`src/rtl/puf_resp_framer_tx.sv`:
```
// puf_resp_framer_tx
// Captures a 128-bit PUF response and sends it over a UART line as one frame:
// a header byte, 16 payload bytes (most significant byte first), then a CRC-8
// (poly 0x07, init 0x00) over the payload. The 8N1 serializer and baud timing
// are built in.
module puf_resp_framer_tx #(
    parameter int          CLKS_PER_BIT = 868,
    parameter logic [7:0]  HEADER       = 8'hA5
) (
    input  logic           clk,
    input  logic           rst_n,
    input  logic           start,
    input  logic [127:0]   resp,
    output logic           tx_out,
    output logic           busy,
    output logic           tx_done,
    output logic [7:0]     crc_out
);

    localparam int CNT_W = (CLKS_PER_BIT > 1) ? $clog2(CLKS_PER_BIT) : 1;
    localparam logic [CNT_W-1:0] CNT_LAST = CNT_W'(CLKS_PER_BIT - 1);
    localparam logic [CNT_W-1:0] CNT_ZERO = CNT_W'(0);
    localparam logic [CNT_W-1:0] CNT_ONE  = CNT_W'(1);

    // The byte-to-byte step is merged into the last stop-bit cycle, so it has
    // no state of its own.
    localparam logic [1:0] IDLE      = 2'd0;
    localparam logic [1:0] START_BIT = 2'd1;
    localparam logic [1:0] DATA      = 2'd2;
    localparam logic [1:0] STOP_BIT  = 2'd3;

    localparam logic [4:0] LAST_PAYLOAD_IDX = 5'd16;
    localparam logic [4:0] CRC_IDX          = 5'd17;
    localparam logic [3:0] LAST_DATA_BIT    = 4'd8;

    logic [1:0]        state_r;
    logic [CNT_W-1:0]  clk_cnt_r;
    logic [3:0]        bit_idx_r;
    logic [4:0]        byte_idx_r;
    logic [127:0]      shift_r;
    logic [7:0]        byte_r;
    logic [7:0]        crc_r;
    logic [7:0]        crc_out_r;
    logic              tx_r;
    logic              busy_r;
    logic              done_r;

    logic              bit_end_s;
    logic [7:0]        crc_fold_s;

    // Fold one byte into the CRC-8 (poly 0x07), MSB first.
    function automatic logic [7:0] crc8_fold(input logic [7:0] crc, input logic [7:0] data);
        logic [7:0] c;
        c = crc ^ data;
        for (int i = 0; i < 8; i++) begin
            if (c[7]) begin
                c = {c[6:0], 1'b0} ^ 8'h07;
            end else begin
                c = {c[6:0], 1'b0};
            end
        end
        return c;
    endfunction

    // Last cycle of the current bit period.
    always_comb begin
        bit_end_s = (clk_cnt_r == CNT_LAST);
    end

    // CRC after absorbing the payload byte that is loaded next.
    always_comb begin
        crc_fold_s = crc8_fold(crc_r, shift_r[127:120]);
    end

    // Frame sequencer, bit timing and serializer.
    always_ff @(posedge clk or negedge rst_n) begin
        if (!rst_n) begin
            state_r    <= IDLE;
            clk_cnt_r  <= CNT_ZERO;
            bit_idx_r  <= 4'd0;
            byte_idx_r <= 5'd0;
            shift_r    <= 128'd0;
            byte_r     <= 8'h00;
            crc_r      <= 8'h00;
            crc_out_r  <= 8'h00;
            tx_r       <= 1'b1;
            busy_r     <= 1'b0;
            done_r     <= 1'b0;
        end else begin
            done_r <= 1'b0;
            case (state_r)
                IDLE: begin
                    clk_cnt_r <= CNT_ZERO;
                    tx_r      <= 1'b1;
                    if (start) begin
                        shift_r    <= resp;
                        crc_r      <= 8'h00;
                        byte_r     <= HEADER;
                        byte_idx_r <= 5'd0;
                        bit_idx_r  <= 4'd0;
                        tx_r       <= 1'b0;
                        busy_r     <= 1'b1;
                        state_r    <= START_BIT;
                    end
                end
                START_BIT: begin
                    if (bit_end_s) begin
                        clk_cnt_r <= CNT_ZERO;
                        bit_idx_r <= 4'd1;
                        tx_r      <= byte_r[0];
                        state_r   <= DATA;
                    end else begin
                        clk_cnt_r <= clk_cnt_r + CNT_ONE;
                    end
                end
                DATA: begin
                    if (bit_end_s) begin
                        clk_cnt_r <= CNT_ZERO;
                        bit_idx_r <= bit_idx_r + 4'd1;
                        if (bit_idx_r == LAST_DATA_BIT) begin
                            tx_r    <= 1'b1;
                            state_r <= STOP_BIT;
                        end else begin
                            tx_r   <= byte_r[1];
                            byte_r <= {1'b0, byte_r[7:1]};
                        end
                    end else begin
                        clk_cnt_r <= clk_cnt_r + CNT_ONE;
                    end
                end
                STOP_BIT: begin
                    if (bit_end_s) begin
                        clk_cnt_r <= CNT_ZERO;
                        bit_idx_r <= 4'd0;
                        if (byte_idx_r == CRC_IDX) begin
                            tx_r    <= 1'b1;
                            busy_r  <= 1'b0;
                            done_r  <= 1'b1;
                            state_r <= IDLE;
                        end else begin
                            byte_idx_r <= byte_idx_r + 5'd1;
                            tx_r       <= 1'b0;
                            state_r    <= START_BIT;
                            if (byte_idx_r == LAST_PAYLOAD_IDX) begin
                                // Payload is complete: the CRC itself goes out next.
                                byte_r    <= crc_r;
                                crc_out_r <= crc_r;
                            end else begin
                                byte_r  <= shift_r[127:120];
                                shift_r <= {shift_r[119:0], 8'h00};
                                crc_r   <= crc_fold_s;
                            end
                        end
                    end else begin
                        clk_cnt_r <= clk_cnt_r + CNT_ONE;
                    end
                end
                default: begin
                    state_r   <= IDLE;
                    clk_cnt_r <= CNT_ZERO;
                    tx_r      <= 1'b1;
                    busy_r    <= 1'b0;
                end
            endcase
        end
    end

    assign tx_out  = tx_r;
    assign busy    = busy_r;
    assign tx_done = done_r;
    assign crc_out = crc_out_r;

endmodule

```
`config.mk`:
```
export PLATFORM = sky130hd
export DESIGN_NAME = puf_resp_framer_tx
export DESIGN_NICKNAME = d
export VERILOG_FILES = /design/src/rtl/puf_resp_framer_tx.sv
export SDC_FILE = /design/constraint.sdc
export NUM_CORES = 1
export LEC_CHECK = 0
export CAP_MARGIN = 30
export CORE_UTILIZATION = 40
export CTS_BUF_LIST = sky130_fd_sc_hd__clkbuf_8 sky130_fd_sc_hd__clkbuf_16
export DETAILED_ROUTE_END_ITERATION = 7
export SYNTH_ARGS = -nofsm -noshare
export SYNTH_HDL_FRONTEND = slang
export SYNTH_SLANG_ARGS = --single-unit
```
`constraint.sdc`:
```
create_clock -name clk -period 2.77 [get_ports clk]
set_input_delay 0.831 -clock clk [delete_from_list [all_inputs] [get_ports clk]]
set_output_delay 0.831 -clock clk [all_outputs]
set_load 0.1 [all_outputs]
```
* Word-level counts from Yosys, hierarchy flattened
Cells that the tools add are included.
Storage, ports and cells: input bits 131, word-level logic and storage cells 108, output and inout bits 11, flip-flop bits (word level) 176
Operators by class: reduce and logical (&&, ||, !) cells 12, add/sub/neg operators 3, equal/unequal tests 16, bitwise operators 10, mux-type cells 56
Operators by type and width (number):
- 2-to-1 mux 128 bit | 4
- one-hot mux 128 bit (2 select lines) | 1
- 2-to-1 mux 8 bit | 10
- 2-to-1 mux 3 bit | 8
- inverter 3 bit | 8
- one-hot mux 8 bit (3 select lines) | 1
- one-hot mux 10 bit (2 select lines) | 1
- inequality test 2 bit (second input constant) | 9
- 2-to-1 mux 4 bit | 4
- one-hot mux 4 bit (4 select lines) | 1
- one-hot mux 8 bit (2 select lines) | 1
- AND reduction 4 bit | 4
- 2-to-1 mux 5 bit | 3
- 2-to-1 mux 1 bit | 12
- adder 10 x 1 -> 10 bit (second input constant) | 1
- == test 10 bit (second input constant) | 1
- == test 5 bit (second input constant) | 2
- 2-to-1 mux 10 bit | 1
- 2-to-1 mux 2 bit | 5
- one-hot mux 5 bit (2 select lines) | 1
- AND reduction 5 bit | 2
- one-hot mux 2 bit (4 select lines) | 1
- bitwise XOR 8 bit | 1
- AND reduction 6 bit | 1
- 13 further kinds | 14

* Longest topological paths before layout
word-level depth 21, gate-level depth with buffers 11, gate-level depth less buffers 7

* Worst setup path after synthesis
No wires, ideal clock.
path kind input port to flip-flop, start point in start, end point reg shift_r[105], required time 2.637 ns, arrival 1.907 ns, buffers on the path 4, path slack 0.730 ns, stages on the path 9, setup time 0.133 ns, path through nand2b_1 -> o21ai_0 -> a21o_1 -> buf_6 -> buf_6 -> buf_8 -> buf_6 -> nand2_1 -> o21ai_0
Between the ends: cells in the longest elaborated chain, start to end 2
RTL lines:
- from (decl) | RTL line 12 | input logic start,
- inequality test 2 bit (no line)
- AND reduction 5 bit (no line)
- to (signal assigned) | RTL line 96 | shift_r <= resp;
- to (signal assigned) | RTL line 150 | shift_r <= {shift_r[119:0], 8'h00};
- to (decl) | RTL line 40 | logic [127:0] shift_r;
Every way passes these cells. A chain may end at the register's enable or synchronous reset.

* Final worst setup path
start point reg byte_idx_r[2], end point reg shift_r[46]
Between the ends: cells in the longest elaborated chain, start to end 3, elaborated cells on any way between the ends 5, classes of those cells 4 x eq/ne; 1 x reduce/logical
RTL lines:
- from (decl) | RTL line 39 | logic [4:0] byte_idx_r;
- from (signal assigned) | RTL line 141 | byte_idx_r <= byte_idx_r + 5'd1;
- == test 5 bit (on tied branches) | RTL line 144, 135
- inequality test 2 bit (no line)
- AND reduction 5 bit (no line) *
Every way passes the cells marked *; elsewhere a longest branch is shown, timed or not.

==> summary.md <==
| Metric | Value |
|---|---|
| CTS tree | `yes` |
| DIE AREA | `22000 um^2` |
| CP top delay family | `compound AO/OA/AOI/OAI gates` |
| CP Buf/Inv Count | `1` |
| Fraction of layout cells with a size suffix above 1 | `approximately a tenth` |
| Routed length per instance | `15.5 um` |
| Post-CTS sizing | `0` |
| Main combinational cell family by area after synthesis | `multiplexers` |
| RSZ-0062 raised after global routing | `false` |
| Crit Reg-Reg Startpoint | `byte_idx_r[2]$_DFFE_PN0P_` |
| Residual DRC | `0` |
| Max Slew Vio Count | `0` |
| Adder-Cell Fraction of Synth Area | `between 1.5 and 2%` |
| Area leader, netlist | `dfrtp_1` |
| Complex-gate fraction of the synthesized area | `between 10% and 20%` |
| Leak Pwr | `~4.6 nW` |
| Critical Path End Type | `flop` |
| Maximum vdd drop | `about 0.28 mV` |
| Register area | `about 4400 um^2` |
| Initial antenna violation count | `2` |
| FFs w/ async S/R, synth | `100%` |
| Max stage delay on crit path | `approximately 460 ps` |
| Top-count cell post-synth | `dfrtp_1` |
| Status | `finished, final reports clean` |
| Die span in x | `148 um` |
| H-tree Lvls | `4` |
| Fillcell total | `around 1.9k` |
| Metal2 WL | `approximately 9000 um` |
| Area grow syn2layout | `26.7%` |
| CP Cell Sequence | `or3b_1 > o2111ai_2 > a21o_4 > buf_4 > o21ai_0` |
| #FFs+latches synth | `roughly 180` |
| Syn nets | `about 950` |
| Worst skew pair latency | `420 ps` |
| Syn. warnings | `0` |
| Min Clock Period, post-route | `between 2000 and 2500 ps` |
| # hold bufs at CTS | `0` |
| Overflow after GRT | `0` |
| Final #Nets | `roughly 1.1k` |
| DR iter-0 viols | `353` |
| Setup CP Type | `reg2reg` |
| Critical path launch point | `byte_idx_r[2]$_DFFE_PN0P_` |
| Post-Route M1 WL | `9070 um` |
| Mapped Avg Cell Area | `between 10 and 15 um^2` |
| Crit-path max FO | `34` |
| Synthesized area | `about 8600 um^2` |
| Setup_tns | `0 ps` |
| Largest net degree at the start of global routing | `approximately 110` |
| Post-synth top cells | `dfrtp_1 (175), nand2_1 (138), mux2i_1 (130)` |
| Synth Area in XOR/XNOR | `about 3.6%` |
| Mux cell area share after synthesis | `between 15 and 20%` |
| Worst Skew | `approximately 13 ps` |
| Final period utilization | `slightly below 80%` |
| Endpoints failing setup | `0` |
| Vias in the first global route | `roughly 6.1k` |
| Antenna viol nets, final | `0` |
| Max-slew headroom | `a little under half` |
| Rows | `53` |
| Seq/Total Area, Yosys | `around half` |
| Hold WS | `308 ps` |
| Least-Margin Pin Slew | `roughly 790 ps` |
| Clk slew on worst S/H paths | `approximately 70 ps` |
| Cell Pwr Density | `~500 nW/um^2` |
| Synth top area cells | `dfrtp_1 (51%), mux2i_1 (15%), o21ai_0 (7.1%)` |
| Core area | `between 20000 and 25000 um^2` |
| Final Hold Vio Count | `0` |
| Synth Area in Simple Gates | `between 10 and 15%` |
| Post-CTS setup buffer count | `0` |
| Max layer used | `met4` |
| Multi-input gate area | `~3800 um^2` |
| Fmax achieved | `between 0.4 and 0.5 GHz` |
| Max Cap Violations | `0` |
| EDFF count, synth | `0` |
| I/O pin count | `142` |
| Vias | `between 5k and 6k` |
| CTS sink cnt | `176` |
| DP Worst Slack | `136 ps` |
| DRT Wirelength | `between 15000 and 20000 um` |
| Hold crit path type | `in2async` |
| Worst EP required | `3060 ps` |
| Post-synth top flop | `dfrtp_1` |
| Worst path slowest cell | `or3b_1` |
| CTS root buf | `clkbuf_16` |
| First-pass GRT wire length | `31800 um` |
| Share of the synthesized area in the top cell type | `approximately 51%` |
| Vias per cell | `4.89` |
| WL met3 | `~1100 um` |
| Gr usage total | `between 10% and 20%` |
| TritonCTS buffer count | `17` |
| Initial Util | `40.7%` |
| Hpwl dp | `around 13000 um` |
| PortBufs | `around 140` |
| Synth cell types | `53` |
| Clock Tree Buf Depth | `2` |
| Final worst slack | `567 ps` |
| Post-Syn Instances | `between 800 and 900` |
| Drt first pass iters | `5` |
| RePlAce Congestion | `about 0.74` |
| Crit path DAT | `2490 ps` |
| Crit start category | `flop` |
| Die height | `about 150 um` |
[sequential cells by signal, summed over array words and instances (netlist names), 2 cells and up]
register,count
bit_idx_r,4
byte_idx_r,5
byte_r,8
clk_cnt_r,10
crc_out,8
crc_r,8
shift_r,128
state_r,2
[cell type report]
cell class / count / share of cell area [%]
antenna: 2 / 0.0462
clock buffer: 18 / 4.05
clock inverter: 13 / 1.40
inverter: 14 / 0.485
multi-input combinational: 567 / 35.4
sequential: 176 / 40.6
tap: 275 / 3.17
timing repair buffer: 161 / 14.8
[worst register-to-register path, cell delays in order, from the launching register on]
cell       delay, ps
dfrtp_1          430
or3b_1           460
o2111ai_2        280
a21o_4           390
buf_4            370
o21ai_0          150
[through the flow]
stage,cell area [um^2],util [%],std cells,power (mW)
after floorplan,8560,-,806,2.68
after global placement,10200,48.8,1193,2.94
after detailed placement,10200,48.8,1193,2.95
after CTS,10800,51.6,1224,5.40
after global routing,10800,51.6,1224,5.54
final,10800,51.6,1226,5.32
[cells by family (layout without fill, tap and decap cells)]
family | count (synthesis) | after routing
buffers and inverters | 63 | 206
flip-flops | 176 | 176
adder cells (fa/ha/maj) | 12 | 12
XOR/XNOR | 30 | 30
multiplexers | 149 | 149
other | 0 | 2
AO/OA/AOI/OAI | 177 | 177
AND/OR/NAND/NOR | 199 | 199
[worst paths after layout]
path / slack, ps / cells after the start / endpoint
worst max-delay path: 570 / 5 / shift_r[46]$_DFFE_PN0P_
worst min-delay path: 310 / 1 / bit_idx_r[3]$_DFFE_PN0P_
worst max register to register: 570 / 5 / shift_r[46]$_DFFE_PN0P_
worst min register to register: 480 / 2 / shift_r[100]$_DFFE_PN0P_
max in group asynchronous: 1660 / 2 / shift_r[86]$_DFFE_PN0P_
min in group clk: 480 / 2 / shift_r[100]$_DFFE_PN0P_
[per-layer routing]
metal  vias up  track usage, %
met1      2842            25.6
met4         0            4.02
met5         -               0
met2        95            28.1
met3         8            5.95
li1       3052               -
[cell usage in the layout (no fill, tap or decap), drive strengths merged, types with 2 or more instances in the layout]
| master | n |
|---|---|
| a21o | 2 |
| a21oi | 10 |
| mux2i | 130 |
| and2 | 2 |
| ha | 12 |
| clkdlybuf4s50 | 129 |
| clkinv | 5 |
| buf | 32 |
| nand3 | 11 |
| nand4 | 4 |
| bufinv | 2 |
| dfrtp | 175 |
| xnor3 | 2 |
| nor2b | 3 |
| o22ai | 2 |
| mux2 | 19 |
| nand2 | 138 |
| o21ai | 141 |
| diode | 2 |
| a22o | 11 |
| nor2 | 25 |
| xor2 | 8 |
| o21a | 2 |
| nor3 | 3 |
| inv | 19 |
| xnor2 | 19 |
| a31oi | 2 |
| clkbuf | 18 |
| nand2b | 4 |
[report_power, final]
part           total, mW  internal, mW  switching, mW  leakage [nW]
registers           2.58          2.58        0.00444          2.38
logic              0.309         0.200          0.109          1.88
clock network       2.43          1.37           1.07         0.288
total               5.32          4.14           1.18          4.55
No activity file was read; power rests on OpenSTA's default activity.
